File: src/rtl/fetch_pkg.sv
// Shared types and constants for the instruction fetch unit.
package fetch_pkg;

  typedef enum logic [2:0] {
    IDLE,
    REQUEST,
    WAIT,
    FULL,
    FAULT
  } fetch_state_t;

  localparam logic [31:0] NOP_INSTR_DEFAULT = 32'h0000_0013;  // addi x0,x0,0

endpackage

File: src/rtl/fetch_unit.sv
// Instruction fetch responder: reads the word at pc_in, holds it for decode,
// and pulses pc_en when decode accepts it.
module fetch_unit
  import fetch_pkg::*;
#(
  parameter logic [31:0] NOP_INSTR = NOP_INSTR_DEFAULT
) (
  input  logic        clock,
  input  logic        reset_n,
  input  logic [31:0] pc_in,
  output logic        pc_en,
  output logic        mem_read,
  output logic [31:0] mem_addr,
  input  logic        mem_ack,
  input  logic [31:0] mem_rdata,
  output logic [31:0] instr_out,
  output logic        instr_valid,
  input  logic        decode_ready,
  input  logic        flush,
  output logic        fetch_fault,
  output logic [31:0] fetch_count
);

  fetch_state_t state, state_next;
  logic [31:0]  addr_q;
  logic [31:0]  instr_q;
  logic         drop;

  logic capture, latch_addr, drop_set, drop_clr, fault_set, fault_clr, count_inc;
  logic misaligned;

  assign misaligned = (pc_in[1:0] != 2'b00);

  always_comb begin
    // NOTE: every output of this block gets a default first so no path can infer a latch.
    state_next = state;
    pc_en      = 1'b0;
    mem_read   = 1'b0;
    capture    = 1'b0;
    latch_addr = 1'b0;
    drop_set   = 1'b0;
    drop_clr   = 1'b0;
    fault_set  = 1'b0;
    fault_clr  = 1'b0;
    count_inc  = 1'b0;

    unique case (state)
      IDLE: state_next = REQUEST;

      REQUEST: begin
        // A flush here simply restarts from the new pc_in; no bus request is issued.
        if (flush) begin
          state_next = REQUEST;
        end else if (misaligned) begin
          fault_set  = 1'b1;
          state_next = FAULT;
        end else begin
          mem_read   = 1'b1;
          latch_addr = 1'b1;
          if (mem_ack) begin
            capture    = 1'b1;
            state_next = FULL;
          end else begin
            state_next = WAIT;
          end
        end
      end

      WAIT: begin
        mem_read = 1'b1;
        if (mem_ack) begin
          drop_clr = 1'b1;
          if (drop || flush) begin
            state_next = REQUEST;
          end else begin
            capture    = 1'b1;
            state_next = FULL;
          end
        end else if (flush) begin
          drop_set = 1'b1;
        end
      end

      FULL: begin
        if (flush) begin
          state_next = REQUEST;
        end else if (decode_ready) begin
          pc_en      = 1'b1;
          count_inc  = 1'b1;
          state_next = REQUEST;
        end
      end

      FAULT: begin
        if (flush) begin
          fault_clr  = 1'b1;
          state_next = REQUEST;
        end
      end

      default: state_next = IDLE;
    endcase
  end

  // NOTE: sequential state uses non-blocking assignments so every register samples pre-edge values.
  always_ff @(posedge clock or negedge reset_n) begin
    if (!reset_n) begin
      state       <= IDLE;
      addr_q      <= '0;
      instr_q     <= '0;
      drop        <= 1'b0;
      fetch_fault <= 1'b0;
      fetch_count <= '0;
    end else begin
      state <= state_next;
      if (latch_addr) addr_q  <= pc_in;
      if (capture)    instr_q <= mem_rdata;
      if (drop_clr)      drop <= 1'b0;
      else if (drop_set) drop <= 1'b1;
      if (fault_clr)      fetch_fault <= 1'b0;
      else if (fault_set) fetch_fault <= 1'b1;
      if (count_inc) fetch_count <= fetch_count + 32'd1;
    end
  end

  // The address follows pc_in while requesting so a zero-wait ack sees the right address.
  assign mem_addr    = (state == REQUEST) ? pc_in : addr_q;
  assign instr_valid = (state == FULL);
  assign instr_out   = instr_valid ? instr_q : NOP_INSTR;

endmodule

File: config.mk
export PLATFORM = sky130hd
export DESIGN_NAME = fetch_unit
export DESIGN_NICKNAME = d
export VERILOG_FILES = /design/src/rtl/fetch_pkg.sv /design/src/rtl/fetch_unit.sv
export SDC_FILE = /design/constraint.sdc
export NUM_CORES = 1
export LEC_CHECK = 0
export CAP_MARGIN = 20
export CORE_ASPECT_RATIO = 1.25
export CORE_MARGIN = 3
export CORE_UTILIZATION = 25
export DETAILED_ROUTE_END_ITERATION = 8
export GPL_TIMING_DRIVEN = 0
export PLACE_DENSITY_LB_ADDON = 0.15
export REMOVE_ABC_BUFFERS = 1
export SYNTH_ARGS = -nofsm -noshare
export SYNTH_HDL_FRONTEND = slang
export SYNTH_SLANG_ARGS = --single-unit
File: constraint.sdc
create_clock -name clock -period 1.94 [get_ports clock]
set_input_delay 0.485 -clock clock [delete_from_list [all_inputs] [get_ports clock]]
set_output_delay 0.485 -clock clock [all_outputs]
set_load 0.02 [all_outputs]
### After elaboration in Yosys (flattened, before gate mapping)

Index checks and enable logic that the tools add are counted.

* $add $sub $neg: 1
* eq/ne operators: 7
* muxes and demuxes: 36
* reduce and logical (&&, ||, !) cells: 6

Operators by type and width (count)
* 2-to-1 mux 32 bit: 2
* adder 32 x 1 -> 32 bit (second input constant): 1
* 2-to-1 mux 1 bit: 24
* 2-to-1 mux 3 bit: 6
* one-hot mux 3 bit (5 select lines): 1
* equality test 3 x 2 -> 1 bit (second input constant): 2
* nonzero test 2 bit: 3
* != test 2 bit (second input constant): 2
* one-hot mux 1 bit (2 select lines): 2
* equality test 3 x 1 -> 1 bit (second input constant): 1
* equality test 3 bit (second input constant): 1
* zero test 3 bit: 1
* != test 3 x 1 -> 1 bit (second input constant): 1
* AND reduction 3 bit: 1
* 2-to-1 mux 2 bit: 1
* logical OR 1 bit: 1

* flip-flop bits (word level): 101
* output and inout port bits: 100
* word-level logic and storage cells: 56

### Logic depth before layout (Yosys ltp)

Gate-level depths: netlist (run 1).

* depth after elaboration: 6
* gate-level depth with buffers: 6
* gate-level depth less buffers: 5

### Worst setup path after synthesis (run 1)

Ideal clock, no wire load.

* kind: register to output
* start: register state[2]
* end: output instr_out[22]
* data arrival time: 1.571 ns
* required time: 1.455 ns
* slack: -0.116 ns
* cell stages (with the launch flop): 7
* cells stage by stage: dfrtp_1 > buf_2 > nand3b_4 > buf_2 > inv_1 > clkbuf_1 > and2_1

* longest elaborated chain between the ends: 2

RTL lines
* start, declared: line fetch_unit.sv:24 `fetch_state_t state, state_next;`
* start signal, assigned: line fetch_unit.sv:115 `state <= state_next;`
* equality test 3 x 2 -> 1 bit: line fetch_unit.sv:128 `assign instr_valid = (state == FULL);`
* net instr_valid: line fetch_unit.sv:17 `output logic instr_valid,`
* 2-to-1 mux 32 bit: line fetch_unit.sv:129 `assign instr_out = instr_valid ? instr_q : NOP_INSTR;`
* end, declared: line fetch_unit.sv:16 `output logic [31:0] instr_out,`

The timed path passes the listed nets, and every way through them passes these cells.

### Worst setup path in the final report (run 1)

* start: register state[2]
* end: output mem_addr[28]

* longest elaborated chain between the ends: 2

RTL lines
* equality test 3 x 1 -> 1 bit: line fetch_unit.sv:127 `assign mem_addr = (state == REQUEST) ? pc_in : addr_q;`
* 2-to-1 mux 32 bit: line fetch_unit.sv:127
* end, declared: line fetch_unit.sv:13 `output logic [31:0] mem_addr,`

No other way between the ends.

==> results of run 1 <==
worst paths after layout:
check	startpoint	to	slack, ns	cells after the start
max in group asynchronous	reset_n	addr_q[17]	1.09	2
min in group clock	fetch_count[31]	fetch_count[31]	0.48	1
worst max-delay path	state[2]	mem_addr[28]	-0.43	6
worst min-delay path	reset_n	fetch_count[4]	0.13	1
worst min register to register	fetch_count[31]	fetch_count[31]	0.48	1
worst max register to register	state[1]	instr_q[30]	-0.30	10
timing repair:
| item | CTS | global route |
|---|---|---|
| gates cloned | 8 | 1 |
| setup buffers | 39 | 10 |
| endpoints found under the setup margin | 157 | 133 |
| pin swaps | 16 | 9 |
| gates resized for setup | 456 | 85 |
| hold buffers | 0 | 0 |
metal layers:
layer	global-route usage	wire length, um
met1	0.1662	5856
met2	0.2285	7179
met3	0.04059	814
met4	0.03828	162
met5	0	0
cell usage in the layout (no fill, tap or decap), drive strengths merged, types with 7 or more instances in the layout:
master,synthesis,routed
and2,32,32
buf,14,128
clkbuf,5,13
clkdlybuf4s50,0,79
dfrtp,101,101
dlygate4sd2,0,7
dlymetal6s2s,0,13
mux2,95,95
nand2,9,9
nand3,19,19
nand4,13,13
nor2,11,11
xnor2,27,27
through the flow:
step           std cells  total power (W)  utilization  setup TNS [ns]  setup WS, ns
6_report             832          0.01073       0.4440          -29.22       -0.4261
5_1_grt              832          0.01134       0.4440          -36.36       -0.4962
4_1_cts              823          0.01061       0.4267          -28.55       -0.4194
3_5_place_dp         761         0.007204       0.3677         -122.15        -1.370
3_3_place_gp         753         0.007004       0.3598         -615.26        -3.719
2_1_floorplan        357         0.005402            -          -86.26        -1.626
layout make-up:
class	instances	area, um2	share of cell area
clock inverters	5	60.06	0.007334
inverters	4	18.77	0.002292
well taps	228	285.3	0.03484
flip-flops and latches	101	2532	0.3092
repair inverters	2	15.01	0.001833
multi-input cells	252	2479	0.3027
clock buffers	11	242.7	0.02964
repair buffers	229	2556	0.3121
sequential cells by signal, summed over array words and instances, names as in the netlist:
name and flops:
state 3, fetch_count 32, addr_q 32, fetch_fault 1
drop 1, instr_q 32
power breakdown:
group          leakage [nW]  switching [W]  internal, W
combinational          2.47        0.00225      0.00340
sequential             1.28       0.000407      0.00281
clock                 0.146       0.000822      0.00104
total                  3.90        0.00348      0.00725
worst reg2reg max path: cells and delay by family, from the launching register on:
| family | cells | cell delay (ns) |
|---|---|---|
| buffers and inverters | 6 | 0.75 |
| multiplexers | 1 | 0.30 |
| AND/OR/NAND/NOR | 2 | 0.47 |
| flip-flops | 1 | 0.46 |
| AO/OA/AOI/OAI | 1 | 0.14 |
kinds of logic (layout without fill, tap and decap cells):
family                     count (synthesis)  in the layout  synth area share
muxes                                     95             95            0.2238
AOI/OAI and AO/OA                         13             13           0.01728
adders and majority gates                  1              1          0.002617
buffers and inverters                     23            251           0.02669
xor gates and xnor gates                  31             31           0.05679
DFF                                      101            101            0.5287
and+or+nand+nor                          112            112            0.1442
==> impl_metrics.csv, run 1 <==
group,metric,value,unit
status,outcome,"finished with violations",
status,violations,"negative setup slack",
critical_path,path_cells,"nor3_4 > buf_6 > buf_8 > buf_16 > mux2_4 > buf_6",
sta,worst_slack,-0.4261,ns
global_routing,overflow,0,
sta,rsz0062_at_grt,"yes",
place,place_congestion,0.7069,
sta,slew_viol_final,0,
routing,drt.antenna.violating_nets,0,
place,dpl_cell_area,0.006782,mm2
routing,drt_iter0_drc,125,
routing,wl_per_cell,16.84,um
floorplanning,rows,55,
critical_path,worstPathMaxFanout,5,
floorplanning,io_pins,169,
yosys,syn_area,0.004781,mm2
critical_path,startpoint_type,"register",
sta,hold_ws,0.1331,ns
clocking,path_clk_slew,0.07,ns
flow_run,drv_cap,0,
sta,slew_headroom,0.6000,
final_layout,finalInstanceArea,0.008189,mm2
clocking,clock_latency,0.35,ns
global_routing,grt_pass1_vias,4127,
critical_path,crit_arrival,1.88,ns
clocking,cts_buffer_depth,2,
global_routing,grt_start_max_net_pins,61,
floorplanning,die_y,160.6,um
critical_path,crit_family,"buffers and inverters",
routing,drc,0,
floorplanning,start_util,0.2592,
yosys,ys.flop_type,"dfrtp_1",
yosys,synth_area_per_cell,12.71,um2
clocking,cts_tree,"built",
global_routing,grt_usage,0.1353,
critical_path,crit_required,1.45,ns
yosys,synthArstFlopShare,1.000,
place,portBuffers,168,
sta,period_share,1.220,
yosys,synth_seq_cells,101,
clocking,clock_sinks,101,
critical_path,cp_slowest_cell,"dfrtp_2",
critical_path,path_common_cell,"buf_6",
sta,hold_viol,0,
pwr,p_leak,3.896,nW
yosys,ys_types,37,
place,dp_hpwl,8907,um
clocking,cts-root-buf,"clkbuf_16",
yosys,yosys.area.top_type,"dfrtp_1",
clocking,cts_max_level,3,
worst_hold_path,hp-class,"input pin to async pin",
sta,finalCriticalPeriod,2.366,ns
global_routing,grt_pass1_wl,22250,um
routing,drt_pass1_iterations,6,
final_layout,drive_gt1_frac,0.4818,
sta,setup_viol,99,
final_layout,area_growth,71.29,%
global_routing,antenna_found_initial,0,
pwr,pwr_density_cell,1310,mW/mm2
yosys,synth_top_area_share,0.5287,
yosys,yosys_warnings,0,
sta,clock_skew,0.006820,ns
critical_path,critPathKind,"register to output pin",
final_layout,num_antenna_cells,0,
yosys,synth.top_cells.by_area,"dfrtp_1, mux2_2, mux2_1",
routing,vias,3769,
floorplanning,core_area,0.01844,mm2
yosys,synth_edf_count,0,
yosys,synthCells,376,
critical_path,endpoint_kind,"output pin",
yosys,synthTopCellsByCount,"dfrtp_1, mux2_2, and2_1, mux2_1, xnor2_1",
sta,tightest_slew,0.6000,ns
yosys,seq_area_frac_synth,0.5287,
critical_path,cp_num_buf_inv,4,
routing,via_per_inst,4.530,
yosys,yosys.cell_count.top_type,"dfrtp_1",
routing,wl,14010,um
critical_path,slowest_delay,0.45,ns
pwr,vdd_drop_max,0.0007934,V
final_layout,final.fill_count,1734,
floorplanning,dieArea,0.02083,mm2
sta,max_freq,422.6,MHz
floorplanning,die_w,129.7,um
final_layout,final_nets,669,
clocking,numCtsBuffers,9,
(Power assumes the default switching activity.)
==> inputs of run 2 (changes only) <==
==> constraint.sdc (replaced) <==
create_clock -name clock -period 2.3 [get_ports clock]
set_input_delay 0.575 -clock clock [delete_from_list [all_inputs] [get_ports clock]]
set_output_delay 0.575 -clock clock [all_outputs]
set_load 0.02 [all_outputs]
==> impl_metrics.csv, run 2 (synthesized netlist as in run 1, its figures left out) <==
group,metric,value,unit
floorplanning,core_area,0.01844,mm2
sta,clock_skew,0.008470,ns
critical_path,critPathKind,"register to output pin",
floorplanning,die_y,160.6,um
clocking,cts-root-buf,"clkbuf_16",
clocking,cts_tree,"built",
flow_run,drv_cap,0,
global_routing,grt_start_max_net_pins,61,
worst_hold_path,hp-class,"input pin to async pin",
critical_path,worstPathMaxFanout,4,
pwr,pwr_density_cell,1114,mW/mm2
place,portBuffers,168,
critical_path,cp_slowest_cell,"dfrtp_2",
global_routing,overflow,0,
critical_path,startpoint_type,"register",
place,dp_hpwl,8907,um
routing,vias,3707,
pwr,p_leak,3.392,nW
floorplanning,io_pins,169,
final_layout,finalCoreUtilization,0.4163,
final_layout,drive_gt1_frac,0.3997,
global_routing,antenna_found_initial,0,
clocking,hold_buffers,0,
global_routing,grt_pass1_wl,20980,um
sta,period_share,1.064,
sta,finalSetupTns,-4.946,ns
final_layout,final.fill_count,1779,
final_layout,area_growth,60.59,%
clocking,clock_latency,0.34,ns
final_layout,multi_input_area,0.002306,mm2
critical_path,path_cells,"buf_4 > nand3b_4 > buf_6 > buf_4 > buf_6 > or2_4 > buf_6",
floorplanning,dieArea,0.02083,mm2
final_layout,largest_registers,"addr_q (32), fetch_count (32), instr_q (32)",
pwr,vdd_drop_max,0.0006866,V
routing,via_per_inst,4.543,
sta,finalCriticalPeriod,2.447,ns
final_layout,num_antenna_cells,0,
status,outcome,"finished with violations",
status,violations,"negative setup slack",
clocking,path_clk_slew,0.07,ns
routing,drt_pass1_iterations,3,
final_layout,seqCellArea,0.002531,mm2
sta,slew_viol_final,0,
routing,drt_iter0_drc,96,
sta,hold_viol,0,
sta,rsz0062_at_grt,"yes",
place,place_congestion,0.7069,
final_layout,final_common_cell,"clkdlybuf4s50_1",
critical_path,crit_required,1.73,ns
critical_path,crit_arrival,1.87,ns
final_layout,finalInstanceArea,0.007677,mm2
floorplanning,die_w,129.7,um
floorplanning,rows,55,
routing,wl,13210,um
critical_path,path_common_cell,"buf_6",
routing,drt.antenna.violating_nets,0,
critical_path,endpoint_kind,"output pin",
global_routing,grt_usage,0.1267,
routing,wl_per_cell,16.18,um
critical_path,slowest_delay,0.44,ns
clocking,numCtsBuffers,9,
place,dpl_cell_area,0.006782,mm2
final_layout,layout_common_cells,"clkdlybuf4s50_1, dfrtp_1, buf_6",
place,pre_cts_slack,-1.100,ns
sta,slew_headroom,0.6028,
clocking,clock_sinks,101,
clocking,cts_max_level,3,
sta,setup_viol,57,
sta,worst_slack,-0.1474,ns
critical_path,r2r_cells,9,
floorplanning,start_util,0.2592,
sta,max_freq,408.6,MHz
global_routing,grt_pass1_vias,3997,
sta,tightest_slew,0.5958,ns
final_layout,final_nets,653,
routing,drc,0,
clocking,cts_buffer_depth,2,
[run 2: final cells by class]
type,count,share of cell area
flip-flops and latches,101,0.3297
inverters,4,0.002445
clock buffers,11,0.03162
multi-input cells,252,0.3004
well taps,228,0.03716
repair inverters,2,0.001956
clock inverters,5,0.007823
repair buffers,213,0.2890
[run 2: path summary, 6_finish.rpt]
path                            start        endpoint  slack (ns)
max                          state[2]    instr_out[1]       -0.15
min                           reset_n  fetch_count[4]        0.22
max reg2reg                  state[1]     instr_q[29]        0.08
min reg2reg                instr_q[6]      instr_q[6]        0.48
max in group asynchronous     reset_n       addr_q[6]        1.37
min in group clock         instr_q[6]      instr_q[6]        0.48
[run 2: stage by stage]
step / hold slack, ns / std cells / power (W)
floorplan: 0.2794 / 357 / 0.004557
global placement: 0.4583 / 753 / 0.005907
detailed placement: 0.4668 / 761 / 0.006077
CTS: 0.2354 / 812 / 0.008300
global route: 0.2546 / 816 / 0.009066
finish: 0.2206 / 816 / 0.008550
[run 2: where the power goes]
part | switching [W] | total [W] | internal, W | leakage, nW
sequential | 0.000310 | 0.00268 | 0.00237 | 1.28
combinational | 0.00182 | 0.00431 | 0.00249 | 1.97
clock | 0.000682 | 0.00156 | 0.000877 | 0.146
total | 0.00281 | 0.00855 | 0.00574 | 3.39
[run 2: timing repair]
action                                  CTS  global route
resized for setup                       343            95
pin swaps                                 5             5
buffers inserted                         31             6
endpoints found under the setup margin  127            70
endpoints found under the hold margin     0             0
gates cloned                              4             2
[run 2: worst max-delay path, delay by kind of cell, from the launching register on]
kind	cells	cell delay, ns
AND/OR/NAND/NOR	2	0.43
buffers and inverters	5	0.67
flip-flops	1	0.44
[run 2: metal layers]
metal,GRT usage,up-vias,wire (um)
met5,0,-,0
met4,0.03828,0,167
met3,0.03859,8,847
met2,0.2149,99,6649
met1,0.1535,1861,5541
li1,-,1739,-
